`src/rtl/student_pc_pkg.sv`:
```
// Shared definitions for the fetch-stage program counter and its return-address stack.
package student_pc_pkg;

    // Operation chosen for the current cycle, after priority resolution.
    typedef enum logic [2:0] {
        OP_HOLD = 3'd0,
        OP_INC  = 3'd1,
        OP_LOAD = 3'd2,
        OP_CALL = 3'd3,
        OP_RET  = 3'd4
    } op_e;

    // PC value after reset; cast to the instance width where used.
    localparam int unsigned RESET_PC = 32'd0;

endpackage

```
`src/rtl/student_ras.sv`:
```
// Return-address stack: DEPTH x WIDTH register array plus an entry count.
// Push-when-full and pop-when-empty are silently ignored; error reporting
// belongs to the caller.
module student_ras
    import student_pc_pkg::*;
#(
    parameter int WIDTH = 16,
    parameter int DEPTH = 8,
    localparam int SPW  = $clog2(DEPTH + 1)
) (
    input  logic             clk,
    input  logic             reset_n,
    input  logic             push,
    input  logic             pop,
    input  logic [WIDTH-1:0] push_data,
    output logic [WIDTH-1:0] top,
    output logic [SPW-1:0]   depth,
    output logic             empty,
    output logic             full
);

    // Index width into the array; at least one bit even for a single entry.
    localparam int IDXW = (DEPTH > 1) ? $clog2(DEPTH) : 1;

    logic [WIDTH-1:0] stack_r [DEPTH];
    logic [SPW-1:0]   count_r;
    logic [SPW-1:0]   top_pos_s;
    logic             do_push_s;
    logic             do_pop_s;

    // Status decode, guarded push/pop and top-of-stack read.
    always_comb begin
        empty     = (count_r == SPW'(0));
        full      = (count_r == SPW'(DEPTH));
        do_pop_s  = pop && !empty;
        do_push_s = push && !pop && !full;
        top_pos_s = count_r - SPW'(1);
        top       = stack_r[top_pos_s[IDXW-1:0]];
    end

    assign depth = count_r;

    // Stack storage and entry count; a push writes the slot just above the top.
    always_ff @(posedge clk) begin
        if (!reset_n) begin
            count_r <= SPW'(0);
            for (int i = 0; i < DEPTH; i++) begin
                stack_r[i] <= WIDTH'(0);
            end
        end else if (do_push_s) begin
            stack_r[count_r[IDXW-1:0]] <= push_data;
            count_r                    <= count_r + SPW'(1);
        end else if (do_pop_s) begin
            count_r <= count_r - SPW'(1);
        end else begin
            count_r <= count_r;
        end
    end

endmodule

```
`src/rtl/student_pc_ras.sv`:
```
// Fetch-stage program counter with call/return support through an integrated
// return-address stack and sticky overflow/underflow flags.
module student_pc_ras
    import student_pc_pkg::*;
#(
    parameter int WIDTH = 16,
    parameter int DEPTH = 8,
    localparam int SPW  = $clog2(DEPTH + 1)
) (
    input  logic             clk,
    input  logic             reset_n,
    input  logic [WIDTH-1:0] in,
    input  logic             en,
    input  logic             ret,
    input  logic             call,
    input  logic             load,
    input  logic             inc,
    output logic [WIDTH-1:0] out,
    output logic [SPW-1:0]   depth,
    output logic             empty,
    output logic             full,
    output logic             overflow,
    output logic             underflow
);

    logic [WIDTH-1:0] pc_r;
    logic             ovf_r;
    logic             unf_r;
    op_e              op_s;
    logic [WIDTH-1:0] pc_nxt_s;
    logic [WIDTH-1:0] pc_inc_s;
    logic [WIDTH-1:0] top_s;
    logic             push_s;
    logic             pop_s;
    logic             ovf_nxt_s;
    logic             unf_nxt_s;

    // Return address and increment share the same wrapping PC+1.
    assign pc_inc_s = pc_r + WIDTH'(1);

    // Priority encoder: ret > call > load > inc > hold; a stall forces hold.
    always_comb begin
        op_s = OP_HOLD;
        if (!en) begin
            op_s = OP_HOLD;
        end else if (ret) begin
            op_s = OP_RET;
        end else if (call) begin
            op_s = OP_CALL;
        end else if (load) begin
            op_s = OP_LOAD;
        end else if (inc) begin
            op_s = OP_INC;
        end else begin
            op_s = OP_HOLD;
        end
    end

    // Next-PC mux, stack control and sticky error flag set conditions.
    always_comb begin
        pc_nxt_s  = pc_r;
        push_s    = 1'b0;
        pop_s     = 1'b0;
        ovf_nxt_s = ovf_r;
        unf_nxt_s = unf_r;
        case (op_s)
            OP_RET: begin
                if (empty) begin
                    unf_nxt_s = 1'b1;
                end else begin
                    pop_s    = 1'b1;
                    pc_nxt_s = top_s;
                end
            end
            OP_CALL: begin
                pc_nxt_s = in;
                if (full) begin
                    ovf_nxt_s = 1'b1;
                end else begin
                    push_s = 1'b1;
                end
            end
            OP_LOAD: pc_nxt_s = in;
            OP_INC:  pc_nxt_s = pc_inc_s;
            OP_HOLD: pc_nxt_s = pc_r;
            default: pc_nxt_s = pc_r;
        endcase
    end

    // PC and sticky flag registers; reset wins over every request.
    always_ff @(posedge clk) begin
        if (!reset_n) begin
            pc_r  <= WIDTH'(RESET_PC);
            ovf_r <= 1'b0;
            unf_r <= 1'b0;
        end else begin
            pc_r  <= pc_nxt_s;
            ovf_r <= ovf_nxt_s;
            unf_r <= unf_nxt_s;
        end
    end

    student_ras #(
        .WIDTH (WIDTH),
        .DEPTH (DEPTH)
    ) u_ras (
        .clk       (clk),
        .reset_n   (reset_n),
        .push      (push_s),
        .pop       (pop_s),
        .push_data (pc_inc_s),
        .top       (top_s),
        .depth     (depth),
        .empty     (empty),
        .full      (full)
    );

    assign out       = pc_r;
    assign overflow  = ovf_r;
    assign underflow = unf_r;

endmodule

```
`config.mk`:
```
export PLATFORM = sky130hd
export DESIGN_NAME = student_pc_ras
export DESIGN_NICKNAME = d
export VERILOG_FILES = /design/src/rtl/student_pc_pkg.sv /design/src/rtl/student_ras.sv /design/src/rtl/student_pc_ras.sv
export SDC_FILE = /design/constraint.sdc
export NUM_CORES = 1
export LEC_CHECK = 0
export CORE_MARGIN = 5
export CORE_UTILIZATION = 45
export DETAILED_ROUTE_END_ITERATION = 10
export GPL_TIMING_DRIVEN = 0
export SLEW_MARGIN = 20
export SYNTH_ARGS = -nofsm -noshare
export SYNTH_HDL_FRONTEND = slang
export SYNTH_SLANG_ARGS = --single-unit
```
`constraint.sdc`:
```
create_clock -name clk -period 4.43 [get_ports clk]
set_input_delay 0.886 -clock clk [delete_from_list [all_inputs] [get_ports clk]]
set_output_delay 0.886 -clock clk [all_outputs]
set_load 0.1 [all_outputs]
```
==> impl_metrics.xml, run 1 <==
<?xml version="1.0" encoding="UTF-8"?>
<metrics>
  <group name="outcome">
    <metric name="outcome" unit="">completed</metric>
  </group>
  <group name="logic_synthesis">
    <metric name="synth.top_cells.by_area" unit="">edfxtp_1, nor2_1, mux4_2</metric>
    <metric name="synth_area_leader" unit="">edfxtp_1</metric>
    <metric name="post_synth_fa_ha_maj_area_fraction" unit="">0.00540</metric>
    <metric name="yosys_most_used_dff" unit="">edfxtp_1</metric>
    <metric name="most_numerous_cell_in_the_yosys_netlist" unit="">nor2_1</metric>
    <metric name="main_combinational_cell_family_by_area_after_synthesis" unit="">simple AND/OR/NAND/NOR gates</metric>
    <metric name="post_synth_most_frequent_cells" unit="">nor2_1, edfxtp_1, nand2_1, clkbuf_1, mux4_2</metric>
    <metric name="synth-edff-count" unit="">128</metric>
    <metric name="yosys.area_share.simple" unit="">0.167</metric>
    <metric name="post_synthesis_share_of_cell_area_spent_on_xor_and_xnor_gates" unit="">0.0239</metric>
    <metric name="syn-cell-area" unit="µm²">6950</metric>
    <metric name="yosys_register_bits" unit="">150</metric>
    <metric name="synthesis.area_per_instance" unit="µm²">11.8</metric>
    <metric name="synth_warnings" unit="">0</metric>
    <metric name="seq_area_frac_synth" unit="">0.616</metric>
    <metric name="post_synth_mux_area_share" unit="">0.0923</metric>
    <metric name="synth.lib_cells_used.distinct" unit="">51</metric>
    <metric name="yosys.area.top_type_share" unit="">0.553</metric>
    <metric name="cells_after_synth" unit="">591</metric>
    <metric name="async_reset_ff_frac" unit="">0</metric>
    <metric name="fraction_of_the_mapped_netlist_area_in_compound_gates" unit="">0.0703</metric>
    <metric name="net_count_of_the_mapped_netlist" unit="">617</metric>
  </group>
  <group name="global_routing">
    <metric name="grt.overflow.total" unit="">0</metric>
    <metric name="grt_antenna_before_repair" unit="">0</metric>
    <metric name="grt_pass1_vias" unit="">5134</metric>
    <metric name="grt_first_pass_wirelength" unit="mm">30.9</metric>
    <metric name="gr-usage-all-layers" unit="">0.236</metric>
    <metric name="grt_max_degree" unit="">17</metric>
  </group>
  <group name="timing">
    <metric name="rel_slew_slack" unit="">0.294</metric>
    <metric name="tightestPinTransition" unit="ns">1.06</metric>
    <metric name="period_needed" unit="ns">4.21</metric>
    <metric name="rsz0062_at_grt" unit="">false</metric>
    <metric name="layout_worst_path_cycle_share" unit="">0.951</metric>
    <metric name="hold_fails_final_rpt" unit="">0</metric>
    <metric name="finalClockSkew" unit="ns">0.00744</metric>
    <metric name="setup_tns" unit="ns">0</metric>
    <metric name="setup_ws" unit="ns">0.219</metric>
    <metric name="maxClockFrequency" unit="MHz">237</metric>
    <metric name="setup_viol" unit="">0</metric>
    <metric name="timing.final.max_slew_violations" unit="">0</metric>
  </group>
  <group name="layout">
    <metric name="area_delta_synth_final" unit="%">19.5</metric>
    <metric name="final_layout_size_suffix_gt1_frac" unit="">0.117</metric>
    <metric name="antenna_cells" unit="">0</metric>
    <metric name="finalNonFillerCells" unit="">857</metric>
    <metric name="final_net_count" unit="">682</metric>
  </group>
  <group name="floorplan">
    <metric name="fp.dieArea" unit="µm²">18000</metric>
    <metric name="cell_row_count" unit="">45</metric>
    <metric name="io_pins" unit="">47</metric>
    <metric name="design.core.area" unit="µm²">15200</metric>
    <metric name="die_w" unit="µm">134</metric>
    <metric name="floorplan.initialDensity" unit="">0.457</metric>
    <metric name="die-height" unit="µm">134</metric>
  </group>
  <group name="detailed_routing">
    <metric name="detail_route.wl_per_cell" unit="µm">24.0</metric>
    <metric name="detailedRoute.firstPassIterationCount" unit="">5</metric>
    <metric name="finalWirelength" unit="mm">20.6</metric>
    <metric name="drt_iter0_drc" unit="">698</metric>
    <metric name="drt.antenna.violating_nets" unit="">0</metric>
    <metric name="post_route_drc_violation_count" unit="">0</metric>
    <metric name="vias" unit="">5167</metric>
    <metric name="via_per_inst" unit="">6.03</metric>
  </group>
  <group name="clocking">
    <metric name="cts_inserted_buffers" unit="">17</metric>
    <metric name="cts_root_buf" unit="">clkbuf_16</metric>
    <metric name="clk_pin_slew" unit="ns">0.06</metric>
    <metric name="clk_latency" unit="ns">0.42</metric>
    <metric name="cts_htree_levels" unit="">4</metric>
    <metric name="tritoncts_num_sinks" unit="">150</metric>
    <metric name="clock_tree_from_tritoncts" unit="">done</metric>
    <metric name="clock_tree.buffer_depth" unit="">2</metric>
  </group>
  <group name="power_and_ir_drop">
    <metric name="powerDensity" unit="nW/µm²">534</metric>
    <metric name="vdd_drop_max" unit="µV">293</metric>
    <metric name="p_total" unit="mW">4.44</metric>
    <metric name="static-leakage-power" unit="nW">2.80</metric>
  </group>
  <group name="critical_path">
    <metric name="critPathArrivalTime" unit="ns">4.29</metric>
    <metric name="worst-setup-path-type" unit="">reg -&gt; reg</metric>
    <metric name="worstSetupStartpointType" unit="">flip-flop</metric>
    <metric name="cp.required" unit="ns">4.51</metric>
    <metric name="worstSetupEndpointType" unit="">flip-flop</metric>
    <metric name="crit_path_max_fanout" unit="">16</metric>
  </group>
  <group name="place">
    <metric name="hpwl" unit="mm">13.5</metric>
    <metric name="detailedPlace.worstSlack" unit="ns">-0.209</metric>
    <metric name="port_buffer_cells" unit="">46</metric>
    <metric name="finalWeightedCongestion" unit="">0.892</metric>
    <metric name="dp.cells" unit="">825</metric>
  </group>
  <group name="run">
    <metric name="count_of_max_cap_constraint_violations" unit="">0</metric>
  </group>
  <group name="worst_hold_path">
    <metric name="holdCritPathClass" unit="">reg -&gt; reg</metric>
  </group>
</metrics>
per-stage QoR:
stage,hold WS [ns],utilization,instance area [µm²]
after global placement,0.475,0.503,7650
after global routing,0.540,0.547,8310
after CTS,0.495,0.546,8290
after detailed placement,0.481,0.503,7650
after floorplan,0.601,-,6950
final,0.495,0.547,8310
final cells by class:
cell class	count	area, µm²
clock inverter	14	206
buffer	36	151
clock buffer	18	429
fill	1294	6890
inverter	6	22.5
tap	188	235
sequential	150	4280
timing repair buffer	46	463
multi-input combinational	399	2520
power by group:
group          total, mW  leakage, nW  switching (mW)  internal (mW)
clock network       1.57        0.299           0.575          0.995
registers           1.67         1.50          0.0602           1.61
logic               1.20        0.996           0.824          0.375
layer usage:
| metal | track usage | vias to the layer above | part of all wire | wire [µm] |
|---|---|---|---|---|
| met5 | 0 | - | 0 | 0 |
| met4 | 0.0962 | 0 | 0.035 | 723 |
| met3 | 0.0533 | 39 | 0.081 | 1670 |
| met2 | 0.386 | 266 | 0.48 | 9880 |
| met1 | 0.306 | 2578 | 0.40 | 8320 |
| li1 | - | 2284 | - | - |
worst max-delay path, cell delays in order, from the launching register on:
cell and delay, ns:
dfxtp_1 0.37, buf_2 0.18, buf_2 0.37, buf_2 0.31, inv_1 0.13, ha_1 0.29, nand3b_1 0.13, and2_0 0.29
and3_1 0.20, clkbuf_1 0.16, nand3_1 0.43, clkbuf_1 0.52, nand2_4 0.46
cells by family (layout without fill, tap and decap cells):
logic type,after synthesis,in the layout
adders and majority gates,3,3
muxes,35,35
and+or+nand+nor,269,269
AOI/OAI and AO/OA,73,73
buffers and inverters,42,120
xor gates and xnor gates,19,19
DFF,150,150
worst paths after layout:
path	start	endpoint	slack [ns]	cells past startpoint
setup reg to reg	u_ras.depth[0]	u_ras.stack_r[5][5]	0.22	12
hold / removal	underflow	underflow	0.50	2
hold reg to reg	underflow	underflow	0.50	2
setup / recovery	u_ras.depth[0]	u_ras.stack_r[5][5]	0.22	12
flip-flops by register name (all words and copies together), names as in the netlist:
register / flops
underflow: 1
out: 16
u_ras.depth: 4
u_ras.stack_r: 128
overflow: 1
cells in the final DEF, fill, tap and decap left out, drive strengths merged, types with 2 or more instances in the layout:
cell type and count:
a2111oi 4, a211oi 2, a21oi 18, a221oi 3, a31oi 6, a32oi 6
and2 7, and3 3, buf 10, bufinv 5, clkbuf 44, clkdlybuf4s50 45
clkinv 5, clkinvlp 3, dfxtp 22, edfxtp 128, ha 3, inv 7
mux2 3, mux2i 9, mux4 23, nand2 60, nand2b 2, nand3 15
nand3b 3, nand4 5, nor2 149, nor2b 5, nor3 6, nor3b 5
nor4 4, o211ai 5, o21ai 16, o221a 4, o22ai 2, xnor2 12
xor2 7
timing repair:
item | 4_1_cts | 5_1_grt
hold buffers | 0 | 0
setup buffers | 0 | 0
setup endpoints to repair | 48 | 81
pin swaps | 0 | 0
resized for setup | 3 | 6
(Power assumes the default switching activity.)
==> run 2: changes to the inputs <==
--- a/config.mk
+++ b/config.mk
@@ -5,7 +5,7 @@
 export SDC_FILE = /design/constraint.sdc
 export NUM_CORES = 1
 export LEC_CHECK = 0
-export CORE_MARGIN = 5
+export CORE_MARGIN = 2
 export CORE_UTILIZATION = 45
 export DETAILED_ROUTE_END_ITERATION = 10
 export GPL_TIMING_DRIVEN = 0
==> constraint.sdc (replaced) <==
create_clock -name clk -period 4.43 [get_ports clk]
set_input_delay 0.886 -clock clk [delete_from_list [all_inputs] [get_ports clk]]
set_output_delay 0.886 -clock clk [all_outputs]
set_load 0.05 [all_outputs]
==> run 2 against run 1 <==
Effect of this change: clock power down 5%; clock-buffer cell count up 2; cell area down 0.51%; global-route usage up 2.5 points; sequential share of layout area up 0.27 points; register-to-register slack worse by 0.03 ns; power down 5.0%; non-clock buffer count unchanged; critical path type unchanged; highest routed layer unchanged.
==> impl_metrics.xml, run 2 (same netlist as run 1, synthesis figures left out) <==
<?xml version="1.0" encoding="UTF-8"?>
<metrics>
  <group name="place">
    <metric name="detailedPlace.worstSlack" unit="ns">-0.221</metric>
    <metric name="dp.cells" unit="">825</metric>
    <metric name="port_buffer_cells" unit="">46</metric>
    <metric name="hpwl" unit="mm">13.4</metric>
    <metric name="finalWeightedCongestion" unit="">0.904</metric>
  </group>
  <group name="floorplan">
    <metric name="floorplan.initialDensity" unit="">0.459</metric>
    <metric name="die-height" unit="µm">128</metric>
    <metric name="io_pins" unit="">47</metric>
    <metric name="fp.dieArea" unit="µm²">16500</metric>
    <metric name="die_w" unit="µm">128</metric>
    <metric name="cell_row_count" unit="">45</metric>
    <metric name="design.core.area" unit="µm²">15100</metric>
  </group>
  <group name="critical_path">
    <metric name="crit_path_max_fanout" unit="">16</metric>
    <metric name="timing.critical_path.cells" unit="">buf_2 -&gt; buf_2 -&gt; buf_2 -&gt; inv_1 -&gt; ha_1 -&gt; nand3b_1 -&gt; and2_0 -&gt; and3_1 -&gt; clkbuf_1 -&gt; nand2_1 -&gt; clkbuf_1 -&gt; nand2_2</metric>
    <metric name="cp_slowest_stage_delay" unit="ns">0.59</metric>
    <metric name="cp_slowest_cell" unit="">nand2_2</metric>
    <metric name="path_common_cell" unit="">buf_2</metric>
    <metric name="worstSetupEndpointType" unit="">flip-flop</metric>
    <metric name="critPathArrivalTime" unit="ns">4.30</metric>
    <metric name="worstSetupStartpointType" unit="">flip-flop</metric>
    <metric name="crit_path_start" unit="">u_ras.depth[0]</metric>
    <metric name="worstReg2RegStart" unit="">u_ras.depth[0]</metric>
    <metric name="stages_on_worst_setup_path" unit="">12</metric>
    <metric name="critical_path_buf_inv_count" unit="">6</metric>
    <metric name="critical-path-top-delay-family" unit="">buffers and inverters</metric>
    <metric name="worstSetupEndpoint" unit="">u_ras.stack_r[0][7]</metric>
    <metric name="r2r.worst_path.cells" unit="">12</metric>
    <metric name="slack_of_the_worst_reg_to_reg_path" unit="ns">0.19</metric>
    <metric name="r2r-end" unit="">u_ras.stack_r[0][7]</metric>
    <metric name="cp.required" unit="ns">4.49</metric>
    <metric name="worst-setup-path-type" unit="">reg -&gt; reg</metric>
  </group>
  <group name="timing">
    <metric name="tightestPinTransition" unit="ns">0.985</metric>
    <metric name="maxClockFrequency" unit="MHz">236</metric>
    <metric name="hold_fails_final_rpt" unit="">0</metric>
    <metric name="rel_slew_slack" unit="">0.344</metric>
    <metric name="rsz0062_at_grt" unit="">false</metric>
    <metric name="layout_worst_path_cycle_share" unit="">0.957</metric>
    <metric name="period_needed" unit="ns">4.24</metric>
    <metric name="timing.final.max_slew_violations" unit="">0</metric>
    <metric name="setup_viol" unit="">0</metric>
    <metric name="setup_ws" unit="ns">0.189</metric>
    <metric name="finalClockSkew" unit="ns">0.0110</metric>
  </group>
  <group name="clocking">
    <metric name="cts_htree_levels" unit="">4</metric>
    <metric name="clock_tree_from_tritoncts" unit="">done</metric>
    <metric name="clock_tree.buffer_depth" unit="">2</metric>
    <metric name="post_cts_buffers" unit="">0</metric>
    <metric name="clk_pin_slew" unit="ns">0.06</metric>
    <metric name="clk_latency" unit="ns">0.43</metric>
    <metric name="tritoncts_num_sinks" unit="">150</metric>
    <metric name="cts_root_buf" unit="">clkbuf_16</metric>
    <metric name="cts_inserted_buffers" unit="">17</metric>
  </group>
  <group name="layout">
    <metric name="final_net_count" unit="">682</metric>
    <metric name="mostFrequentLayoutCells" unit="">nor2_1, edfxtp_1, nand2_1</metric>
    <metric name="layout.area.seq" unit="µm²">4280</metric>
    <metric name="largest_reg_flops" unit="">128</metric>
    <metric name="mostFrequentLayoutCell" unit="">nor2_1</metric>
    <metric name="area_delta_synth_final" unit="%">18.9</metric>
    <metric name="n_fill_cell" unit="">1303</metric>
    <metric name="antenna_cells" unit="">0</metric>
    <metric name="largest_register_by_flop_count" unit="">u_ras.stack_r</metric>
    <metric name="finalNonFillerCells" unit="">857</metric>
    <metric name="multiInputGateArea" unit="µm²">2520</metric>
    <metric name="final_layout_size_suffix_gt1_frac" unit="">0.114</metric>
  </group>
  <group name="global_routing">
    <metric name="grt.overflow.total" unit="">0</metric>
    <metric name="grt_pass1_vias" unit="">5234</metric>
    <metric name="grt_first_pass_wirelength" unit="mm">30.4</metric>
    <metric name="grt_max_degree" unit="">17</metric>
    <metric name="gr-usage-all-layers" unit="">0.261</metric>
    <metric name="grt_antenna_before_repair" unit="">0</metric>
  </group>
  <group name="detailed_routing">
    <metric name="drt.antenna.violating_nets" unit="">0</metric>
    <metric name="vias" unit="">5152</metric>
    <metric name="detail_route.wl_per_cell" unit="µm">23.8</metric>
    <metric name="post_route_drc_violation_count" unit="">0</metric>
    <metric name="detailedRoute.firstPassIterationCount" unit="">5</metric>
    <metric name="finalWirelength" unit="mm">20.4</metric>
    <metric name="drt_iter0_drc" unit="">540</metric>
    <metric name="via_per_inst" unit="">6.01</metric>
  </group>
  <group name="run">
    <metric name="count_of_max_cap_constraint_violations" unit="">0</metric>
  </group>
  <group name="power_and_ir_drop">
    <metric name="powerDensity" unit="nW/µm²">510</metric>
    <metric name="vdd_drop_max" unit="µV">268</metric>
    <metric name="static-leakage-power" unit="nW">2.78</metric>
  </group>
  <group name="worst_hold_path">
    <metric name="holdCritPathClass" unit="">reg -&gt; reg</metric>
  </group>
  <group name="outcome">
    <metric name="outcome" unit="">completed</metric>
  </group>
</metrics>
## run 2: worst min path at each step
stage,startpoint,end,slack (ns),depth (start not counted)
6_report,underflow,underflow,0.51,2
5_1_grt,underflow,underflow,0.54,2
4_1_cts,underflow,underflow,0.50,2
3_5_place_dp,underflow,underflow,0.49,2
3_3_place_gp,overflow,overflow,0.48,2
2_1_floorplan,u_ras.stack_r[3][11],out[11],0.60,4
## run 2: metal layers
| layer | share of wire | track usage | vias up |
|---|---|---|---|
| li1 | - | - | 2282 |
| met3 | 0.080 | 0.0568 | 62 |
| met4 | 0.045 | 0.142 | 0 |
| met5 | 0 | 0 | - |
| met2 | 0.48 | 0.414 | 277 |
| met1 | 0.40 | 0.337 | 2531 |
## run 2: metrics by stage
| stage | util | total power, mW | setup TNS [ns] | instance area [µm²] | hold slack, ns |
|---|---|---|---|---|---|
| 6_report | 0.546 | 4.22 | 0 | 8270 | 0.509 |
| 5_1_grt | 0.546 | 4.36 | 0 | 8270 | 0.540 |
| 4_1_cts | 0.545 | 4.21 | 0 | 8250 | 0.504 |
| 3_5_place_dp | 0.505 | 2.74 | -7.97 | 7650 | 0.490 |
| 3_3_place_gp | 0.505 | 2.73 | -8.64 | 7650 | 0.481 |
| 2_1_floorplan | - | 2.39 | 0 | 6950 | 0.601 |
## run 2: tightest hold or removal path, cell delays in order, from the launching register on
cell and delay, ns:
dfxtp_1 0.34, a31oi_1 0.05, nor2b_1 0.09
## run 2: what timing repair did
item                                    CTS  global route
hold buffers                              0             0
hold endpoints to repair                  0             0
resized for setup                         2             6
endpoints found under the setup margin   32            96
## run 2: final cells by class
cell class | count | area share
clock inverters | 12 | 0.0192
flip-flops and latches | 150 | 0.518
plain buffers | 36 | 0.0183
repair buffers | 46 | 0.0557
clock buffers | 20 | 0.0528
well taps | 188 | 0.0285
inverters | 6 | 0.00272
multi-input cells | 399 | 0.305
## run 2: where the power goes
part	switching, mW	total, mW	internal (mW)
logic	0.685	1.06	0.376
registers	0.0593	1.67	1.61
clock network	0.559	1.49	0.931
==> run 3: changes to the inputs <==
--- a/config.mk
+++ b/config.mk
@@ -6,9 +6,10 @@
 export NUM_CORES = 1
 export LEC_CHECK = 0
 export CORE_MARGIN = 2
-export CORE_UTILIZATION = 45
+export CORE_UTILIZATION = 25
 export DETAILED_ROUTE_END_ITERATION = 10
 export GPL_TIMING_DRIVEN = 0
+export RECOVER_POWER = 50
 export SLEW_MARGIN = 20
 export SYNTH_ARGS = -nofsm -noshare
 export SYNTH_HDL_FRONTEND = slang
==> run 3 against run 2 <==
Effect of this change: global-route usage fell by 11 points; clock skew increased by 0.0039 ns; via count fell by 0.82%; hold slack worse by 0.017 ns; cell count is 22% higher; power decreased by 2.0%; critical endpoint is now empty; largest power group unchanged.
==> impl_metrics.xml, run 3 (same netlist as run 1, synthesis figures left out) <==
<?xml version="1.0" encoding="UTF-8"?>
<metrics>
  <group name="critical_path">
    <metric name="worst-setup-path-type" unit="">reg -&gt; out</metric>
    <metric name="worstSetupStartpointType" unit="">flip-flop</metric>
    <metric name="timing.critical_path.cells" unit="">buf_2 -&gt; buf_2 -&gt; buf_2 -&gt; inv_1 -&gt; ha_1 -&gt; nor3b_1 -&gt; clkdlybuf4s50_1</metric>
    <metric name="cp_slowest_cell" unit="">clkdlybuf4s50_1</metric>
    <metric name="cp_slowest_stage_delay" unit="ns">0.91</metric>
    <metric name="crit_path_start" unit="">u_ras.depth[0]</metric>
    <metric name="crit_path_max_fanout" unit="">10</metric>
    <metric name="path_common_cell" unit="">buf_2</metric>
    <metric name="cp.required" unit="ns">3.54</metric>
    <metric name="worstReg2RegStart" unit="">u_ras.depth[0]</metric>
    <metric name="critPathArrivalTime" unit="ns">3.22</metric>
    <metric name="worstSetupEndpointType" unit="">output pin</metric>
  </group>
  <group name="timing">
    <metric name="rel_slew_slack" unit="">0.168</metric>
    <metric name="finalClockSkew" unit="ns">0.0149</metric>
    <metric name="timing.final.max_slew_violations" unit="">0</metric>
    <metric name="hold_fails_final_rpt" unit="">0</metric>
    <metric name="layout_worst_path_cycle_share" unit="">0.928</metric>
    <metric name="tightestPinTransition" unit="ns">1.25</metric>
    <metric name="setup_tns" unit="ns">0</metric>
    <metric name="period_needed" unit="ns">4.11</metric>
    <metric name="fin_worst_hold_slack" unit="ns">0.492</metric>
    <metric name="setup_ws" unit="ns">0.320</metric>
    <metric name="setup_viol" unit="">0</metric>
    <metric name="rsz0062_at_grt" unit="">false</metric>
    <metric name="maxClockFrequency" unit="MHz">243</metric>
  </group>
  <group name="layout">
    <metric name="multiInputGateArea" unit="µm²">2520</metric>
    <metric name="final_net_count" unit="">682</metric>
    <metric name="antenna_cells" unit="">0</metric>
    <metric name="finalNonFillerCells" unit="">1047</metric>
    <metric name="final_design_instance_area_without_fill" unit="µm²">8480</metric>
    <metric name="mostFrequentLayoutCell" unit="">nor2_1</metric>
    <metric name="mostFrequentLayoutCells" unit="">nor2_1, edfxtp_1, nand2_1</metric>
    <metric name="largest_register_by_flop_count" unit="">u_ras.stack_r</metric>
    <metric name="utilization" unit="">0.308</metric>
    <metric name="final_layout_size_suffix_gt1_frac" unit="">0.120</metric>
    <metric name="largest_reg_flops" unit="">128</metric>
    <metric name="n_fill_cell" unit="">2771</metric>
    <metric name="area_delta_synth_final" unit="%">22.0</metric>
    <metric name="layout.area.seq" unit="µm²">4280</metric>
  </group>
  <group name="detailed_routing">
    <metric name="post_route_drc_violation_count" unit="">0</metric>
    <metric name="drt.antenna.violating_nets" unit="">0</metric>
    <metric name="detailedRoute.firstPassIterationCount" unit="">6</metric>
    <metric name="via_per_inst" unit="">4.88</metric>
    <metric name="detail_route.wl_per_cell" unit="µm">20.3</metric>
    <metric name="finalWirelength" unit="mm">21.2</metric>
    <metric name="drt_iter0_drc" unit="">608</metric>
    <metric name="vias" unit="">5110</metric>
  </group>
  <group name="global_routing">
    <metric name="gr-usage-all-layers" unit="">0.150</metric>
    <metric name="grt_max_degree" unit="">17</metric>
    <metric name="global_route.peak_usage_layer" unit="">met2</metric>
    <metric name="met1_usage" unit="">0.185</metric>
    <metric name="grt_antenna_before_repair" unit="">0</metric>
    <metric name="grt_pass1_vias" unit="">5035</metric>
    <metric name="grt_use_met3" unit="">0.0356</metric>
    <metric name="gr-usage-met2" unit="">0.256</metric>
    <metric name="grt_first_pass_wirelength" unit="mm">31.3</metric>
    <metric name="grt.overflow.total" unit="">0</metric>
  </group>
  <group name="floorplan">
    <metric name="die_w" unit="µm">171</metric>
    <metric name="cell_row_count" unit="">61</metric>
    <metric name="io_pins" unit="">47</metric>
    <metric name="fp.dieArea" unit="µm²">29200</metric>
    <metric name="die-height" unit="µm">171</metric>
    <metric name="design.core.area" unit="µm²">27600</metric>
    <metric name="floorplan.initialDensity" unit="">0.252</metric>
  </group>
  <group name="clocking">
    <metric name="cts_hold_buf" unit="">0</metric>
    <metric name="clk_pin_slew" unit="ns">0.06</metric>
    <metric name="clk_latency" unit="ns">0.43</metric>
    <metric name="cts_inserted_buffers" unit="">17</metric>
    <metric name="tritoncts_num_sinks" unit="">150</metric>
    <metric name="clock_tree_from_tritoncts" unit="">done</metric>
    <metric name="clock_tree.buffer_depth" unit="">2</metric>
    <metric name="cts_htree_levels" unit="">4</metric>
    <metric name="cts_root_buf" unit="">clkbuf_16</metric>
    <metric name="post_cts_buffers" unit="">0</metric>
  </group>
  <group name="place">
    <metric name="detailedPlace.worstSlack" unit="ns">-0.207</metric>
    <metric name="finalWeightedCongestion" unit="">0.856</metric>
    <metric name="placed_cell_area" unit="µm²">7890</metric>
    <metric name="hpwl" unit="mm">14.0</metric>
    <metric name="dp.cells" unit="">1015</metric>
    <metric name="port_buffer_cells" unit="">46</metric>
  </group>
  <group name="power_and_ir_drop">
    <metric name="p_total" unit="mW">4.13</metric>
    <metric name="vdd_drop_max" unit="µV">283</metric>
    <metric name="powerDensity" unit="nW/µm²">487</metric>
    <metric name="static-leakage-power" unit="nW">2.83</metric>
  </group>
  <group name="worst_hold_path">
    <metric name="hp-start" unit="">underflow</metric>
    <metric name="holdCritPathClass" unit="">reg -&gt; reg</metric>
  </group>
  <group name="outcome">
    <metric name="outcome" unit="">completed</metric>
  </group>
  <group name="run">
    <metric name="count_of_max_cap_constraint_violations" unit="">0</metric>
  </group>
</metrics>
-- run 3: cell types whose count changed in the layout (fill, tap and decap cells not counted), moves of 2 or more --
cell | previous run | this run
dlygate4sd3_1 | 0 | 23
clkinv_2 | 4 | 2
inv_8 | 0 | 2
clkdlybuf4s50_1 | 46 | 23
clkinv_1 | 3 | 1
clkbuf_1 | 28 | 25
bufinv_16 | 4 | 1
nand2_2 | 6 | 4
clkinvlp_4 | 1 | 3
inv_6 | 0 | 5
nand2_4 | 1 | 3
-- run 3: per-layer routing --
layer	routed length (µm)	vias up	share of wire
li1	-	2290	-
met1	8450	2563	0.40
met2	10800	228	0.51
met3	1600	29	0.075
met4	406	0	0.019
met5	0	-	0
-- run 3: what timing repair did --
action / CTS / global route
cloned: 0 / 0
endpoints found under the setup margin: 32 / 112
pin swaps: 0 / 0
gates resized for setup: 2 / 8
-- run 3: layout make-up --
class	instances	area share
multi-input combinational	399	0.298
timing repair buffer	46	0.0543
clock inverter	15	0.0167
sequential	150	0.505
clock buffer	17	0.0502
buffer	36	0.0178
inverter	6	0.00266
tap	378	0.0558
-- run 3: final timing paths --
path / endpoint / slack, ns / cells past startpoint
setup reg to reg: u_ras.stack_r[3][14] / 0.33 / 12
hold reg to reg: underflow / 0.49 / 2
setup / recovery: empty / 0.32 / 7
hold / removal: underflow / 0.49 / 2
-- run 3: where the power goes --
group	internal, mW	switching [mW]	leakage [nW]	total (mW)
combinational	0.364	0.694	1.05	1.06
clock	0.785	0.625	0.272	1.41
sequential	1.61	0.0569	1.50	1.66
total	2.75	1.38	2.83	4.13
-- run 3: worst max-delay path: cells and delay by family, from the launching register on --
family        cells  cell delay (ns)
fa+ha+maj         1             0.29
buf+inv           5             1.65
flops             1             0.33
simple gates      1             0.52
